===== src/rtl/uart_word_tx_arbiter_if.sv =====
// ---------------------------------------------------------------------------
// uart_word_tx_arbiter_if
//   Bundles the requester side and the byte-stream side of the word
//   transmitter arbiter.
//
//   Signals:
//     req       NREQ     per-requester word request, held until its gnt
//     req_data  32*NREQ  word of requester i at [32*i+31:32*i]
//     gnt       NREQ     one-hot, one-cycle pulse: word of that requester latched
//     tx_data   8        byte towards the UART serializer
//     tx_valid  1        tx_data valid
//     tx_ready  1        serializer accepts the byte on tx_valid && tx_ready
//     busy      1        high from grant until the inter-word gap has expired
//     cur_id    3        requester being served, holds its value when idle
//
//   Modports:
//     master  the arbiter itself
//     slave   requesters plus serializer (the environment)
// ---------------------------------------------------------------------------
interface uart_word_tx_arbiter_if #(
  parameter int NREQ = 4
);
  logic [NREQ-1:0]      req;
  logic [32*NREQ-1:0]   req_data;
  logic [NREQ-1:0]      gnt;
  logic [7:0]           tx_data;
  logic                 tx_valid;
  logic                 tx_ready;
  logic                 busy;
  logic [2:0]           cur_id;

  modport master (
    input  req,
    input  req_data,
    input  tx_ready,
    output gnt,
    output tx_data,
    output tx_valid,
    output busy,
    output cur_id
  );

  modport slave (
    output req,
    output req_data,
    output tx_ready,
    input  gnt,
    input  tx_data,
    input  tx_valid,
    input  busy,
    input  cur_id
  );
endinterface


===== src/rtl/uart_word_tx_arbiter.sv =====
// ---------------------------------------------------------------------------
// uart_word_tx_arbiter
//   Shares one byte-wide UART transmitter between NREQ word sources.
//   Requesters are granted round-robin; the granted 32-bit word is latched
//   and sent as 4 bytes, MSB first, over a valid/ready byte interface,
//   followed by GAP idle cycles before the next arbitration.
//
//   Parameters:
//     NREQ   number of requesters (2..8)
//     BYTES  bytes per word, fixed at 4
//     GAP    idle cycles after each word (0..15)
//
//   Ports:
//     clk    system clock, rising edge
//     rst_n  asynchronous active-low reset; a word in flight is abandoned
//     bus    uart_word_tx_arbiter_if.master (req/req_data/gnt, byte stream,
//            busy, cur_id)
//
//   Timing:
//     edge G    : word latched, gnt pulse, busy=1, cur_id updated
//     edge G+1  : first byte presented (tx_valid=1)
//     last handshake edge H : tx_valid=0; busy falls at edge H+GAP
//     All outputs are registered; there is no combinational req->gnt path.
// ---------------------------------------------------------------------------
module uart_word_tx_arbiter #(
  parameter int NREQ  = 4,
  parameter int BYTES = 4,
  parameter int GAP   = 2
) (
  input  logic                   clk,
  input  logic                   rst_n,
  uart_word_tx_arbiter_if.master bus
);

  typedef enum logic [1:0] {
    ST_IDLE = 2'd0,
    ST_SEND = 2'd1,
    ST_GAP  = 2'd2
  } state_t;

  // Terminal values of the byte and gap counters.
  localparam logic [1:0] LAST_BYTE = 2'(BYTES - 1);
  localparam logic [3:0] GAP_LAST  = 4'((GAP > 0) ? GAP - 1 : 0);

  // Registered state and its next-state companions.
  state_t          state_q,    state_d;
  logic [2:0]      ptr_q,      ptr_d;       // round-robin start position
  logic [31:0]     shreg_q,    shreg_d;     // word in flight, MSB byte on top
  logic [1:0]      cnt_q,      cnt_d;       // bytes already accepted
  logic [3:0]      gap_q,      gap_d;       // idle cycles already spent
  logic [NREQ-1:0] gnt_q,      gnt_d;
  logic            tx_valid_q, tx_valid_d;
  logic [7:0]      tx_data_q,  tx_data_d;
  logic            busy_q,     busy_d;
  logic [2:0]      cur_id_q,   cur_id_d;

  // Arbitration helpers.
  logic [7:0]      req_pad;    // req widened so a 3-bit index always fits
  logic [3:0]      rr_sum;
  logic [2:0]      rr_idx;
  logic [2:0]      pick;
  logic            found;
  logic [31:0]     word_sel;

  // -------------------------------------------------------------------------
  // Round-robin pick: first requesting index at or after ptr_q, wrapping.
  // -------------------------------------------------------------------------
  always_comb begin
    req_pad = 8'(bus.req);
    rr_sum  = '0;
    rr_idx  = '0;
    pick    = '0;
    found   = 1'b0;
    for (int k = 0; k < NREQ; k++) begin
      rr_sum = {1'b0, ptr_q} + 4'(k);
      rr_idx = (rr_sum >= 4'(NREQ)) ? 3'(rr_sum - 4'(NREQ)) : 3'(rr_sum);
      if (!found && req_pad[rr_idx]) begin
        found = 1'b1;
        pick  = rr_idx;
      end
    end
  end

  // Word of the picked requester; only consumed on the grant edge.
  always_comb begin
    word_sel = '0;
    for (int k = 0; k < NREQ; k++) begin
      if (pick == 3'(k)) begin
        word_sel = bus.req_data[32*k +: 32];
      end
    end
  end

  // -------------------------------------------------------------------------
  // Next-state and output logic.
  // -------------------------------------------------------------------------
  always_comb begin
    // NOTE: every variable gets a hold/default value before the case so that
    // no path leaves one unassigned, which would infer a latch.
    state_d    = state_q;
    ptr_d      = ptr_q;
    shreg_d    = shreg_q;
    cnt_d      = cnt_q;
    gap_d      = gap_q;
    gnt_d      = '0;                 // gnt is a single-cycle pulse
    tx_valid_d = tx_valid_q;
    tx_data_d  = tx_data_q;
    busy_d     = busy_q;
    cur_id_d   = cur_id_q;

    unique case (state_q)
      ST_IDLE: begin
        if (found) begin
          shreg_d  = word_sel;
          gnt_d    = NREQ'(1) << pick;
          cur_id_d = pick;
          busy_d   = 1'b1;
          ptr_d    = (pick == 3'(NREQ - 1)) ? 3'd0 : pick + 3'd1;
          cnt_d    = '0;
          state_d  = ST_SEND;
        end
      end

      ST_SEND: begin
        if (!tx_valid_q) begin
          // First cycle after the grant: present the top byte.
          tx_valid_d = 1'b1;
          tx_data_d  = shreg_q[31:24];
        end else if (bus.tx_ready) begin
          // Byte accepted: move the next one up. While tx_ready is low
          // nothing changes, so tx_data/tx_valid stay stable.
          shreg_d   = {shreg_q[23:0], 8'h00};
          tx_data_d = shreg_q[23:16];
          cnt_d     = cnt_q + 2'd1;
          if (cnt_q == LAST_BYTE) begin
            tx_valid_d = 1'b0;
            gap_d      = '0;
            if (GAP == 0) begin
              busy_d  = 1'b0;
              state_d = ST_IDLE;
            end else begin
              state_d = ST_GAP;
            end
          end
        end
      end

      ST_GAP: begin
        if (gap_q == GAP_LAST) begin
          busy_d  = 1'b0;
          state_d = ST_IDLE;
        end else begin
          gap_d = gap_q + 4'd1;
        end
      end

      default: begin
        state_d = ST_IDLE;
      end
    endcase
  end

  // -------------------------------------------------------------------------
  // State register.
  // -------------------------------------------------------------------------
  // NOTE: the shift register is an ordinary flop vector, not a memory, so it
  // is reset with everything else; that keeps tx_data defined after reset.
  always_ff @(posedge clk or negedge rst_n) begin
    if (!rst_n) begin
      state_q    <= ST_IDLE;
      ptr_q      <= '0;
      shreg_q    <= '0;
      cnt_q      <= '0;
      gap_q      <= '0;
      gnt_q      <= '0;
      tx_valid_q <= 1'b0;
      tx_data_q  <= '0;
      busy_q     <= 1'b0;
      cur_id_q   <= '0;
    end else begin
      // NOTE: non-blocking assignments so every flop samples pre-edge values.
      state_q    <= state_d;
      ptr_q      <= ptr_d;
      shreg_q    <= shreg_d;
      cnt_q      <= cnt_d;
      gap_q      <= gap_d;
      gnt_q      <= gnt_d;
      tx_valid_q <= tx_valid_d;
      tx_data_q  <= tx_data_d;
      busy_q     <= busy_d;
      cur_id_q   <= cur_id_d;
    end
  end

  assign bus.gnt      = gnt_q;
  assign bus.tx_valid = tx_valid_q;
  assign bus.tx_data  = tx_data_q;
  assign bus.busy     = busy_q;
  assign bus.cur_id   = cur_id_q;

endmodule

===== src/flat_wrapper.sv =====
// flat-port wrapper written by rule: the top's interface ports become plain ports
module uart_word_tx_arbiter_flat 
#(
  parameter int NREQ  = 4,
  parameter int BYTES = 4,
  parameter int GAP   = 2
)
  (clk, rst_n, bus_req, bus_req_data, bus_tx_ready, bus_gnt, bus_tx_data, bus_tx_valid, bus_busy, bus_cur_id);
  uart_word_tx_arbiter_if #(.NREQ(NREQ)) bus_i ();
  input  logic clk;
  input  logic rst_n;
  input wire logic [$bits(bus_i.req)-1:0] bus_req;
  input wire logic [$bits(bus_i.req_data)-1:0] bus_req_data;
  input wire logic [$bits(bus_i.tx_ready)-1:0] bus_tx_ready;
  output wire logic [$bits(bus_i.gnt)-1:0] bus_gnt;
  output wire logic [$bits(bus_i.tx_data)-1:0] bus_tx_data;
  output wire logic [$bits(bus_i.tx_valid)-1:0] bus_tx_valid;
  output wire logic [$bits(bus_i.busy)-1:0] bus_busy;
  output wire logic [$bits(bus_i.cur_id)-1:0] bus_cur_id;
  assign bus_i.req = bus_req;
  assign bus_i.req_data = bus_req_data;
  assign bus_i.tx_ready = bus_tx_ready;
  assign bus_gnt = bus_i.gnt;
  assign bus_tx_data = bus_i.tx_data;
  assign bus_tx_valid = bus_i.tx_valid;
  assign bus_busy = bus_i.busy;
  assign bus_cur_id = bus_i.cur_id;
  uart_word_tx_arbiter #(.NREQ(NREQ), .BYTES(BYTES), .GAP(GAP)) u_core (.clk(clk), .rst_n(rst_n), .bus(bus_i));
endmodule

===== config.mk =====
export PLATFORM = sky130hd
export DESIGN_NAME = uart_word_tx_arbiter_flat
export DESIGN_NICKNAME = d
export VERILOG_FILES = /design/src/rtl/uart_word_tx_arbiter_if.sv /design/src/rtl/uart_word_tx_arbiter.sv /design/src/flat_wrapper.sv
export SDC_FILE = /design/constraint.sdc
export NUM_CORES = 1
export LEC_CHECK = 0
export CORE_UTILIZATION = 46
export CTS_CLUSTER_DIAMETER = 150
export DETAILED_ROUTE_END_ITERATION = 12
export PLACE_DENSITY = 0.77
export SLEW_MARGIN = 20
export SYNTH_ARGS = -nofsm -noshare
export SYNTH_HDL_FRONTEND = slang
export SYNTH_SLANG_ARGS = --single-unit

===== constraint.sdc =====
create_clock -name clk -period 4.6 [get_ports clk]
set_clock_uncertainty 0.1 [all_clocks]
set_input_delay 0.92 -clock clk [delete_from_list [all_inputs] [get_ports clk]]
set_output_delay 0.92 -clock clk [all_outputs]
set_load 0.005 [all_outputs]

==> qor.csv, run 1 <==
stage,metric,value,unit
outcome,status,"finished, final reports clean",
sta,post-route-min-period,4.145,ns
pwr,p_int,2.689,mW
drt,vias,4345,
worst_setup_path,critical_path_class,in -> reg,
clocking,cts_buffers,9,
sta,rsz0062_at_grt,no,
logic_synthesis,synth_edf_count,0,
logic_synthesis,synth_nets,606,
pwr,clockPowerShare,0.129,
floorplan,die_area,9837,sq um
placement,io_buffer_count,151,
finish,area_growth,42.97,%
floorplan,start_util,0.4724,
clocking,cts_buffer_depth,2,
sta,fin_setup_tns,0,ns
worst_hold_path,hold-path-cell-count,1,
clocking,cts_resized,0,
logic_synthesis,yosys.cell_count.top_type,a21oi_1,
logic_synthesis,synth_cell_types,55,
placement,place_congestion,0.9039,
sta,holdWs,0.3879,ns
worst_setup_path,cp_max_fo,34,
clocking,clk_latency,0.35,ns
sta,fmax,241.2,MHz
placement,dp_cells,702,
pwr,power_frac_seq,0.197,
logic_synthesis,syn_avg_cell_area,9.403,sq um
worst_setup_path,cp-start-kind,primary input,
finish,fin_nets,746,
clocking,clock_sinks,60,
logic_synthesis,synthesis.area,4344,sq um
grt,antenna_found_initial,1,
drt,drc,0,
drt,vias_per_cell,6.043,
floorplan,die_y,99.18,microns
clocking,cts_tree,yes,
drt,ant_nets,0,
pwr,netSwitchingFraction,0.4271,
pwr,powerDensity,755.7,nW/um^2
worst_setup_path,arrival,4.28,ns
logic_synthesis,synth_top_area_cell,dfrtp_1,
placement,dpl_cell_area,5961,sq um
clocking,cts.clk_slew.worst_paths,0.08,ns
finish,layout-drive-gt1-share,0.1384,
grt,grt_pass1_wl,22760,microns
placement,place_hpwl,10390,microns
clocking,post_cts_buffers,0,
drt,wirelength,14160,microns
run,maxCapViolCount,0,
logic_synthesis,ys.flop_type,dfrtp_1,
floorplan,rows,35,
clocking,h-tree-depth,3,
drt,drt_pass1_iterations,4,
logic_synthesis,synth-async-reset-ratio,1.000,
floorplan,ios,152,
grt,grt_pass1_vias,4495,
sta,setup_violations,0,
drt,drtIter0Drc,246,
sta,finalMaxSlewViolations,0,
worst_setup_path,end_kind,register,
drt,wl_per_cell,19.70,microns
grt,overflow,0,
logic_synthesis,synth_warnings,0,
clocking,ctsHoldBuffers,0,
clocking,cts_root_buffer,clkbuf_8,
grt,grtUsageTotal,0.2986,
placement,place_ws,0.1388,ns
floorplan,die_w,99.18,microns
worst_hold_path,hold_class,reg -> reg,
finish,design_area,6211,sq um
worst_setup_path,required,4.74,ns
logic_synthesis,synthTopCellsByCount,"66 x a21oi_1, 60 x dfrtp_1, 34 x clkbuf_1, 34 x nor2_1, 29 x mux2_4",
logic_synthesis,syn_inst,462,
sta,timing.final.crit_share,0.9012,
worst_setup_path,r2r_cells,12,
logic_synthesis,synth.area.top_cells,"dfrtp_1 35%, mux2_4 10%, a21oi_1 7.6%",
logic_synthesis,yosysTopAreaCellShare,0.3456,
logic_synthesis,synth-seq-cells,60,
sta,worst_pin_slew,1.097,ns
pwr,p_sw,2.004,mW
sta,fin_ws,0.4547,ns
logic_synthesis,ys_seq_area_frac,0.3456,
floorplan,core_area,9196,sq um
pwr,p_leak,2.824,nW
pwr,vdd_drop_max,0.3495,mV
pwr,p_comb_frac,0.675,
sta,relSlewSlack,0.2686,
finish,final_cell_count_no_fill,719,
sta,finalHoldViolCount,0,
grt,grt_max_degree,35,
==> cell type report <==
| cell class | instances | area, sq um |
|---|---|---|
| Clock inverter | 7 | 123.9 |
| Fill cell | 763 | 2985 |
| Multi-Input combinational cell | 351 | 2605 |
| Timing Repair Buffer | 171 | 1682 |
| Clock buffer | 9 | 123.9 |
| Inverter | 9 | 33.78 |
| Tap cell | 111 | 138.9 |
| Antenna cell | 1 | 2.502 |
| Sequential cell | 60 | 1501 |
==> power by group through the flow <==
stage                     Combinational, mW  Clock [mW]  Sequential [mW]
final                                  3.17       0.604            0.922
after detailed placement               3.14           0            0.919
after floorplan                        2.29           0            0.862
after global placement                 3.06           0            0.912
after global routing                   3.46       0.631            0.943
after CTS                              3.17       0.611            0.915
==> cell families after synthesis <==
family,synth area share
compound gates,0.2624
simple gates,0.1745
flops,0.3456
buf+inv,0.05731
mux,0.1342
fa+ha+maj,0.02592
==> placed cells by master (no fill, tap or decap), drive strengths merged, types with 4 or more instances in the layout <==
master,n
a21oi,66
clkdlybuf4s50,150
dfrtp,60
and3b,25
and2,7
o21ai,9
clkbuf,9
nand2,25
a311o,8
o221ai,24
a21o,27
buf,21
nand2b,4
nand3b,9
o22ai,16
inv,9
mux2,36
ha,9
nor2b,11
nor2,34
==> final timing paths <==
check	endpoint	startpoint	slack [ns]
max in group asynchronous	u_core.shreg_q[0]$_DFFE_PN0P_	rst_n	3.00
min reg2reg	u_core.gap_q[3]$_DFFE_PN0P_	u_core.gap_q[3]$_DFFE_PN0P_	0.39
max	u_core.shreg_q[16]$_DFFE_PN0P_	bus_req[2]	0.45
max reg2reg	u_core.shreg_q[16]$_DFFE_PN0P_	u_core.ptr_q[0]$_DFFE_PN0P_	0.55
min in group asynchronous	u_core.bus.tx_data[2]$_DFFE_PN0P_	rst_n	0.51
min	u_core.gap_q[3]$_DFFE_PN0P_	u_core.gap_q[3]$_DFFE_PN0P_	0.39
==> critical path, stage by stage <==
cell             delay [ns]
clkdlybuf4s50_1        0.42
mux4_2                 0.53
and2_4                 0.19
or4_2                  0.68
and2_1                 0.21
ha_2                   0.29
buf_12                 0.21
a21o_1                 0.17
o221ai_1               0.23
a21oi_1                0.14
mux2_4                 0.27
==> per-layer routing <==
metal / global-route usage / vias up / share of wire
li1: - / 2016 / -
met1: 0.3588 / 2093 / 0.40
met2: 0.5040 / 188 / 0.48
met3: 0.07379 / 48 / 0.074
met4: 0.1425 / 0 / 0.040
met5: 0 / - / 0
==> sequential cells by signal, summed over array words and instances, names as in the netlist <==
register and count:
u_core.bus.busy 1, u_core.bus.cur_id 3, u_core.bus.gnt 4, u_core.bus.tx_data 8, u_core.bus.tx_valid 1, u_core.cnt_q 2
u_core.gap_q 4, u_core.ptr_q 3, u_core.shreg_q 32, u_core.state_q 2
==> stage by stage <==
| stage | power, mW | utilization |
|---|---|---|
| after floorplan | 3.156 | - |
| after global placement | 3.970 | 0.6482 |
| after detailed placement | 4.057 | 0.6482 |
| after CTS | 4.693 | 0.6751 |
| after global routing | 5.033 | 0.6754 |
| final | 4.693 | 0.6754 |
Power figures use the tool's default switching activity.
==> run 2: changes to the inputs <==
--- a/config.mk
+++ b/config.mk
@@ -5,10 +5,10 @@
 export SDC_FILE = /design/constraint.sdc
 export NUM_CORES = 1
 export LEC_CHECK = 0
-export CORE_UTILIZATION = 46
+export CORE_UTILIZATION = 42
 export CTS_CLUSTER_DIAMETER = 150
 export DETAILED_ROUTE_END_ITERATION = 12
-export PLACE_DENSITY = 0.77
+export PLACE_DENSITY = 0.74
 export SLEW_MARGIN = 20
 export SYNTH_ARGS = -nofsm -noshare
 export SYNTH_HDL_FRONTEND = slang
==> constraint.sdc (replaced) <==
create_clock -name clk -period 3.8 [get_ports clk]
set_clock_uncertainty 0.1 [all_clocks]
set_input_delay 0.76 -clock clk [delete_from_list [all_inputs] [get_ports clk]]
set_output_delay 0.76 -clock clk [all_outputs]
set_load 0.005 [all_outputs]
==> run 2 against run 1 <==
Wire length is 0.28% higher. Utilization is 2.9 points lower. Via count is 1.5% higher. Global-route usage shrank 3.2 points. Setup slack got worse by 0.24 ns. First-iteration DRC count increased by 8.9%. Non-clock buffer count rose by 16. Combinational power is 32% higher. Die area increased by 9.3%. Clock-buffer cell count up 1. Cell count increased by 5.1%. Power grew 25%.
==> qor.csv, run 2 (synthesized netlist as in run 1, its figures left out) <==
stage,metric,value,unit,change
drt,drt_pass1_iterations,4,,unchanged
worst_setup_path,cp_max_fo,25,,-26%
drt,drc,0,,unchanged
clocking,cts_tree,yes,,
floorplan,die_area,10750,sq um,+9.3%
worst_hold_path,hold-path-cell-count,1,,unchanged
drt,drtIter0Drc,268,,+8.9%
clocking,cts_root_buffer,clkbuf_8,,
floorplan,rows,36,,+2.9%
clocking,clock_sinks,60,,unchanged
sta,fmax,278.9,MHz,
finish,layout_common_cells,"150 x clkdlybuf4s50_1, 66 x a21oi_1, 60 x dfrtp_1, 34 x nor2_1, 31 x buf_4",,
sta,post-route-min-period,3.586,ns,
pwr,clockPowerShare,0.096,,-0.033
grt,grtUsageTotal,0.2670,,-0.03159
placement,place_ws,-0.3872,ns,-0.5260 ns
worst_setup_path,required,3.93,ns,-0.81 ns
finish,seq_area,1501,sq um,unchanged
worst_setup_path,end_kind,register,,
grt,grt_pass1_vias,4508,,+0.29%
worst_hold_path,hold_class,reg -> reg,,
finish,largest_reg_flops,32,,unchanged
outcome,status,"finished, final reports clean",,
sta,rsz0062_at_grt,no,,
finish,layout-drive-gt1-share,0.1766,,+0.03818
sta,holdWs,0.3930,ns,+0.005155 ns
worst_setup_path,rrSetupSlack,0.30,ns,-0.25 ns
worst_setup_path,cp-start-kind,primary input,,
worst_setup_path,critPathSlowestCell,or4_4,,
clocking,cts.clk_slew.worst_paths,0.07,ns,about the same
finish,final_util,0.6467,,-0.02866
worst_hold_path,min_from,u_core.bus.cur_id[2]$_DFFE_PN0P_,,
finish,design_area,6409,sq um,+3.2%
pwr,power_frac_seq,0.190,,-0.007
drt,wl_per_cell,18.79,microns,-4.6%
worst_setup_path,arrival,3.72,ns,-0.56 ns
drt,ant_nets,0,,unchanged
run,maxCapViolCount,0,,unchanged
worst_setup_path,critical_path_class,in -> reg,,
clocking,cts_buffer_depth,2,,unchanged
sta,finalHoldViolCount,0,,unchanged
finish,multi_input_area,2681,sq um,+2.9%
worst_setup_path,r2r_start,u_core.ptr_q[1]$_DFFE_PN0P_,,
placement,io_buffer_count,151,,unchanged
clocking,cts_buffers,9,,unchanged
drt,wirelength,14200,microns,+0.28%
pwr,powerDensity,919.1,nW/um^2,+22%
floorplan,start_util,0.4384,,-0.03400
finish,fin_nets,762,,+2.1%
finish,final_common_cell,clkdlybuf4s50_1,,
pwr,p_sw,2.508,mW,+25%
sta,timing.final.crit_share,0.9436,,
grt,antenna_found_initial,0,,-1
sta,fin_ws,0.2141,ns,-0.2405 ns
sta,relSlewSlack,0.4374,,+0.1687
clocking,h-tree-depth,3,,unchanged
clocking,clk_latency,0.34,ns,about the same
sta,worst_pin_slew,0.8419,ns,-0.2552 ns
floorplan,ios,152,,unchanged
pwr,p_comb_frac,0.713,,+0.038
placement,place_congestion,0.8864,,-1.9%
finish,n_antenna_cell,0,,-1
finish,area_growth,47.52,%,
finish,fillers,826,,+8.3%
drt,vias_per_cell,5.835,,-3.4%
worst_setup_path,cpMostUsedCell,and2_4,,
worst_setup_path,critPathMaxStageDelay,0.52,ns,-0.16 ns
placement,dpl_cell_area,6148,sq um,+3.1%
drt,vias,4411,,+1.5%
sta,fin_setup_tns,0,ns,unchanged
floorplan,die_y,103.7,microns,+4.6%
worst_setup_path,path_cells,clkdlybuf4s50_1 -> mux4_2 -> and2_4 -> or4_4 -> and2_4 -> ha_1 -> buf_8 -> and3b_1 -> o221ai_2 -> a21oi_1 -> mux2_4,,
worst_setup_path,timing.rr.end,u_core.shreg_q[27]$_DFFE_PN0P_,,
grt,overflow,0,,unchanged
worst_setup_path,r2r_cells,12,,unchanged
worst_hold_path,hold_end,u_core.bus.cur_id[2]$_DFFE_PN0P_,,
finish,top_register,u_core.shreg_q,,
floorplan,die_w,103.7,microns,+4.6%
placement,place_hpwl,10450,microns,+0.54%
pwr,netSwitchingFraction,0.4257,,-0.001320
pwr,p_int,3.382,mW,+26%
pwr,p_leak,2.892,nW,+2.4%
floorplan,core_area,9910,sq um,+7.8%
grt,grt_max_degree,38,,+8.6%
grt,grt_pass1_wl,22720,microns,-0.15%
sta,setup_violations,0,,unchanged
sta,finalMaxSlewViolations,0,,unchanged
clocking,post_cts_buffers,0,,unchanged
pwr,vdd_drop_max,0.4480,mV,+28%
==> run 2: cell type report <==
cell class	instances	area share
flip-flops and latches	60	0.2343
clock inverters	6	0.009957
multi-input cells	351	0.4184
well taps	133	0.02597
clock buffers	10	0.01991
repair buffers	187	0.2862
inverters	9	0.005271
==> run 2: per-layer routing <==
metal / vias to the layer above / track usage / routed length [microns]
met5: - / 0 / 0
met4: 0 / 0.1194 / 469
met3: 33 / 0.03902 / 909
met2: 212 / 0.4674 / 6976
met1: 2120 / 0.3247 / 5848
li1: 2046 / - / -
==> run 2: what timing repair did <==
item,4_1_cts,5_1_grt
resized for setup,2,10
setup endpoints to repair,1,21
hold buffers,0,0
pin swaps,0,0
hold endpoints to repair,0,0
==> run 2: through the flow <==
stage,total power [mW],cells
floorplan,3.869,462
global placement,5.038,740
detailed placement,5.157,740
CTS,5.772,756
global route,6.294,756
finish,5.890,756
==> run 2: power groups by stage <==
stage	Clock [mW]	Combinational, mW	Sequential (mW)
detailed placement	0	4.03	1.13
floorplan	0	2.82	1.04
CTS	0.576	4.08	1.12
global placement	0	3.93	1.11
global route	0.599	4.55	1.15
finish	0.567	4.20	1.12
==> run 2: worst max path at each step <==
stage               cells after the start                              to                   startpoint  slack (ns)
finish                                 11  u_core.shreg_q[27]$_DFFE_PN0P_                   bus_req[3]        0.21
global route                           13   u_core.shreg_q[4]$_DFFE_PN0P_                   bus_req[2]        0.11
CTS                                    11  u_core.shreg_q[25]$_DFFE_PN0P_                   bus_req[2]        0.02
detailed placement                     11  u_core.shreg_q[25]$_DFFE_PN0P_                   bus_req[2]       -0.39
global placement                       11  u_core.shreg_q[25]$_DFFE_PN0P_                   bus_req[2]       -0.33
floorplan                              14  u_core.shreg_q[10]$_DFFE_PN0P_  u_core.ptr_q[0]$_DFFE_PN0P_        0.02
==> run 2: critical path, delay by kind of cell <==
family          cells  cell delay (ns)
simple gates        4             1.12
mux                 2             0.74
buf+inv             2             0.60
compound gates      2             0.25
fa+ha+maj           1             0.21
